<file path="src/rtl/morph_window_unit.sv">
// morph_window_unit
//   Binary-morphology kernel. Accepts one K x K pixel window per valid/ready
//   handshake, scans it serially (one element per clock) and returns a
//   full-scale or zero pixel. Erosion stops on the first background element.
//   Dilation stops on the first foreground element. The result is held until
//   downstream accepts it.
//
//   Optional feature macro: MORPH_THRESH_EN. When defined, a thr_i port
//   exists and an element counts as foreground when element >= thr. When
//   undefined, an element counts as foreground when it is non-zero.
//
// Ports
//   clk_i    clock, rising edge
//   rst_i    asynchronous active-high reset
//   en_i     block enable; low synchronously aborts and clears the block
//   mode_i   0 = erosion, 1 = dilation (sampled on accept)
//   win_i    K*K*W window, row-major; element e at [e*W +: W]
//   thr_i    foreground threshold (MORPH_THRESH_EN only)
//   valid_i  window valid
//   ready_o  block can accept a window
//   pix_o    result pixel (all ones or zero)
//   valid_o  result valid
//   ready_i  downstream accepts result
module morph_window_unit #(
  parameter int unsigned K = 3,
  parameter int unsigned W = 8
) (
  input  logic             clk_i,
  input  logic             rst_i,
  input  logic             en_i,
  input  logic             mode_i,
  input  logic [K*K*W-1:0] win_i,
`ifdef MORPH_THRESH_EN
  input  logic [W-1:0]     thr_i,
`endif
  input  logic             valid_i,
  output logic             ready_o,
  output logic [W-1:0]     pix_o,
  output logic             valid_o,
  input  logic             ready_i
);

  localparam int unsigned   N    = K * K;
  localparam int unsigned   IW   = $clog2(N) + 1;
  localparam logic [IW-1:0] LAST = IW'(N - 1);

  typedef enum logic [1:0] {S_IDLE, S_SCAN, S_DONE} state_t;

  state_t           state_q, state_d;
  logic [IW-1:0]    idx_q, idx_d;
  logic [N*W-1:0]   win_q, win_d;
  logic             mode_q, mode_d;
  logic [W-1:0]     pix_q, pix_d;
  logic             valid_q, valid_d;
`ifdef MORPH_THRESH_EN
  logic [W-1:0]     thr_q, thr_d;
`endif

  logic [W-1:0]     elem;
  logic             fg;
  logic             decisive;

  // Element under examination.
  always_comb begin
    elem = '0;
    for (int unsigned e = 0; e < N; e++) begin
      if (idx_q == e[IW-1:0]) elem = win_q[e*W +: W];
    end
  end

`ifdef MORPH_THRESH_EN
  assign fg = (elem >= thr_q);
`else
  assign fg = (elem != '0);
`endif

  // Erosion is decided by a background element, dilation by a foreground one.
  assign decisive = mode_q ? fg : !fg;

  always_comb begin
    state_d = state_q;
    idx_d   = idx_q;
    win_d   = win_q;
    mode_d  = mode_q;
    pix_d   = pix_q;
    valid_d = valid_q;
`ifdef MORPH_THRESH_EN
    thr_d   = thr_q;
`endif
    if (!en_i) begin
      state_d = S_IDLE;
      idx_d   = '0;
      win_d   = '0;
      mode_d  = 1'b0;
      pix_d   = '0;
      valid_d = 1'b0;
`ifdef MORPH_THRESH_EN
      thr_d   = '0;
`endif
    end else begin
      case (state_q)
        S_IDLE: begin
          if (valid_i) begin
            win_d   = win_i;
            mode_d  = mode_i;
`ifdef MORPH_THRESH_EN
            thr_d   = thr_i;
`endif
            idx_d   = '0;
            state_d = S_SCAN;
          end
        end
        S_SCAN: begin
          if (decisive) begin
            // Decisive element: dilation gives ones, erosion gives zero.
            pix_d   = {W{mode_q}};
            valid_d = 1'b1;
            state_d = S_DONE;
          end else if (idx_q == LAST) begin
            // Scan exhausted: erosion saw all foreground, dilation saw none.
            pix_d   = {W{~mode_q}};
            valid_d = 1'b1;
            state_d = S_DONE;
          end else begin
            idx_d = idx_q + IW'(1);
          end
        end
        S_DONE: begin
          if (ready_i) begin
            valid_d = 1'b0;
            state_d = S_IDLE;
          end
        end
        default: state_d = S_IDLE;
      endcase
    end
  end

  always_ff @(posedge clk_i or posedge rst_i) begin
    if (rst_i) begin
      state_q <= S_IDLE;
      idx_q   <= '0;
      win_q   <= '0;
      mode_q  <= 1'b0;
      pix_q   <= '0;
      valid_q <= 1'b0;
`ifdef MORPH_THRESH_EN
      thr_q   <= '0;
`endif
    end else begin
      state_q <= state_d;
      idx_q   <= idx_d;
      win_q   <= win_d;
      mode_q  <= mode_d;
      pix_q   <= pix_d;
      valid_q <= valid_d;
`ifdef MORPH_THRESH_EN
      thr_q   <= thr_d;
`endif
    end
  end

  // rst_i gates ready_o so it stays low for the whole time reset is held.
  assign ready_o = (state_q == S_IDLE) && en_i && !rst_i;
  assign pix_o   = pix_q;
  assign valid_o = valid_q;

endmodule

</file>
<file path="config.mk">
export PLATFORM = sky130hd
export DESIGN_NAME = morph_window_unit
export DESIGN_NICKNAME = d
export VERILOG_FILES = /design/src/rtl/morph_window_unit.sv
export SDC_FILE = /design/constraint.sdc
export NUM_CORES = 1
export LEC_CHECK = 0
export ABC_AREA = 1
export CAP_MARGIN = 30
export CORE_MARGIN = 2
export CORE_UTILIZATION = 25
export CTS_CLUSTER_DIAMETER = 200
export CTS_CLUSTER_SIZE = 16
export DETAILED_ROUTE_END_ITERATION = 12
export GPL_TIMING_DRIVEN = 0
export PLACE_DENSITY = 0.47
export REMOVE_ABC_BUFFERS = 1
export SKIP_CTS_REPAIR_TIMING = 1
export SLEW_MARGIN = 20
export SYNTH_ARGS = -nofsm -noshare
export SYNTH_HDL_FRONTEND = slang
export SYNTH_SLANG_ARGS = --single-unit
</file>
<file path="constraint.sdc">
create_clock -name clk_i -period 4.3 [get_ports clk_i]
set_input_delay 1.29 -clock clk_i [delete_from_list [all_inputs] [get_ports clk_i]]
set_output_delay 1.29 -clock clk_i [all_outputs]
set_load 0.005 [all_outputs]
</file>
==> metrics.txt <==
status=finished clean; # DRC=0; share of layout cells above drive strength 1=7.18%; M1 WL=5.51 mm; yosys warns=0; WL met2=5.17 mm; Syn Std Cell Area=4300 um^2; clk_skew=0.00693 ns; endpoint class of the critical path=output port; Max Fclk=241 MHz; vias in the first global route=3683; root buffer cell=clkbuf_16; met3 WL=404 um; Cell Chain, Critical Path=buf_2 -> inv_1 -> nor3_1 -> clkdlybuf4s50_1; hold_sp=valid_o; GP Congestion=0.757; Unique masters post-synth=26; final WL=11.2 mm; gr usage total=13.0%; CP max stage cell=clkdlybuf4s50_1; TritonCTS clock tree=built; Seq/Total Area, Yosys=47.7%; Worst R2R Path Depth=21; nets=704; Worst-path clk slew=0.06 ns; top cells by area, synth=dfrtp_1 48%, nand3_1 12%, o21ai_0 10%, inv_1 9.3%, nand2_1 6.1%; DRT Pass-1 Iters=4; Clk pwr share=29.5%; antenna violations before repair=0; Pwr Total=2830 uW; Avg Inst Size Synth=7.76 um^2; HP Class=reg -> reg; core area=16700 um^2; fin crit period=4.15 ns; #FFs+latches synth=82; Fin. Hold Viols=0; # rows=47; Worst R2R Setup Slack=1.61 ns; Die W=135 um; Vias/cell=4.37; Reg-to-Reg Start=idx_q[0]; Max stage delay on crit path=0.54 ns; crit-path max FO=29; hold depth=2; Final Setup Violations=0; CP Class=in -> out; Die Height=135 um; Synth top area share=47.7%; dominant cell type by area after synthesis=dfrtp_1; vias=3705; Sink Count=82; hold endpoint=valid_o; CTS Buf Count=9; Int Pwr=1850 uW; worst-margin pin slew=0.724 ns; layout filler cell count=1804; num ports=88; Logic pwr share=34.8%; crit start category=primary input; H-tree depth=3; P_leak=0.00255 uW; sw frac=34.7%; worst skew pair latency=0.34 ns; die area=18300 um^2; Post-Synthesis Cells=554; global route overflow=0; pin count of the biggest net entering global routing=50; Port Buf Inserts=87; RSZ-0062 raised after global routing=no; CP required=3.01 ns; setup TNS=0 ns; PD cells=494 nW/um^2; Antenna diodes=0; top routing layer used=met4; power share of the sequential group=35.7%; DRT iter0 DRCs=198; Worst slew margin=51.6%; WHS=0.481 ns; CTS max path bufs=2; worst r2r dst=idx_q[1]; Area Overhead vs Synth=33.2%; fin crit share=96.5%; post-route ant nets=0; Worst IR Drop VDD=0.193 mV; Arrival @ worst endpoint=2.86 ns; DR WL/cell=13.3 um; DPL Wire Length=8.27 mm; Initial Utilization=25.8%; MaxCap Viol Count=0; final slew viol count=0; Psw=982 uW; first-pass GRT wire length=18.7 mm
==> synthesized netlist by cell type <==
cell type and instances:
inv_1 107, nand3_1 105, o21ai_0 87, dfrtp_1 82
nand2_1 70, clkbuf_1 24, nor2_1 17, nand4_1 9
buf_4 7, nand2_2 6, a21oi_1 5, buf_6 4
ha_1 4, nor2_2 4, nor3_1 4, o21ai_1 4
inv_2 2, nand3_2 2, nand3_4 2, nor2_4 2
nor4_1 2, a21oi_2 1, a22oi_1 1, o211ai_1 1
o21ai_2 1, xnor2_1 1
==> power by group through the flow <==
stage               Sequential [uW]  Combinational (uW)  Clock (uW)
detailed placement             1020                 994           0
global route                   1030                1130         888
finish                         1010                 985         835
global placement               1020                 924           0
floorplan                      1010                 574           0
CTS                            1010                1000         857
==> placed cells by master, fill, tap and decap left out, types with 3 or more instances in the layout <==
cell / instances
nand3_1: 105
nand4_1: 9
inv_1: 106
clkdlybuf4s50_1: 85
o21ai_0: 87
nor2_2: 4
nor2_1: 16
clkbuf_16: 9
nor3_1: 4
nor2_4: 3
ha_1: 4
o21ai_1: 4
buf_16: 5
nand2_1: 70
nand2_2: 6
a21oi_1: 4
dfrtp_1: 82
==> metrics by stage <==
step / cells / worst slack (ns) / util [%] / instance area, um^2
2_1_floorplan: 519 / -0.279 / - / 4110
5_1_grt: 847 / 0.0371 / 34.3 / 5730
3_3_place_gp: 826 / -3.92 / 31.5 / 5260
4_1_cts: 847 / 0.0957 / 34.3 / 5730
6_report: 847 / 0.150 / 34.3 / 5730
3_5_place_dp: 831 / 0.0905 / 32.4 / 5410
==> worst max path at each step <==
stage | start | to | slack, ns | cells past startpoint
after floorplan | en_i | mode_q | -0.28 | 4
after global placement | valid_i | win_q[3] | -3.92 | 4
after detailed placement | en_i | ready_o | 0.09 | 4
after CTS | en_i | ready_o | 0.1 | 4
after global routing | en_i | ready_o | 0.04 | 4
final | en_i | ready_o | 0.15 | 4
==> routing by layer <==
| layer | up-vias | track usage, % |
|---|---|---|
| met5 | - | 0 |
| met4 | 0 | 4.22 |
| met3 | 13 | 2.88 |
| met2 | 64 | 20.0 |
| met1 | 1723 | 18.2 |
| li1 | 1905 | - |
==> final cells by class <==
cell class                 count  area, um^2  area share [%]
clock buffer                  11         243            4.24
tap                          220         275            4.80
inverter                     109         412            7.18
timing repair buffer          92         998            17.4
multi-input combinational    328        1670            29.2
sequential                    82        2050            35.8
clock inverter                 5        77.6            1.35
==> registers in the layout, summed over array words and instances, names as in the netlist <==
register,cells
idx_q,5
mode_q,1
win_q,72
valid_o,1
pix_o,1
state_q,2
==> logic make-up after synthesis <==
group | Yosys count | share of synthesized area [%]
and+or+nand+nor | 223 | 25.1
buffers and inverters | 144 | 13.9
AOI/OAI and AO/OA | 100 | 11.9
DFF | 82 | 47.7
adders and majority gates | 4 | 1.16
xor gates and xnor gates | 1 | 0.204
==> critical path: cells and delay by family <==
kind	cells	cell delay (ns)
simple gates	1	0.27
buf+inv	3	1.30
No activity file was read; power rests on OpenSTA's default activity.
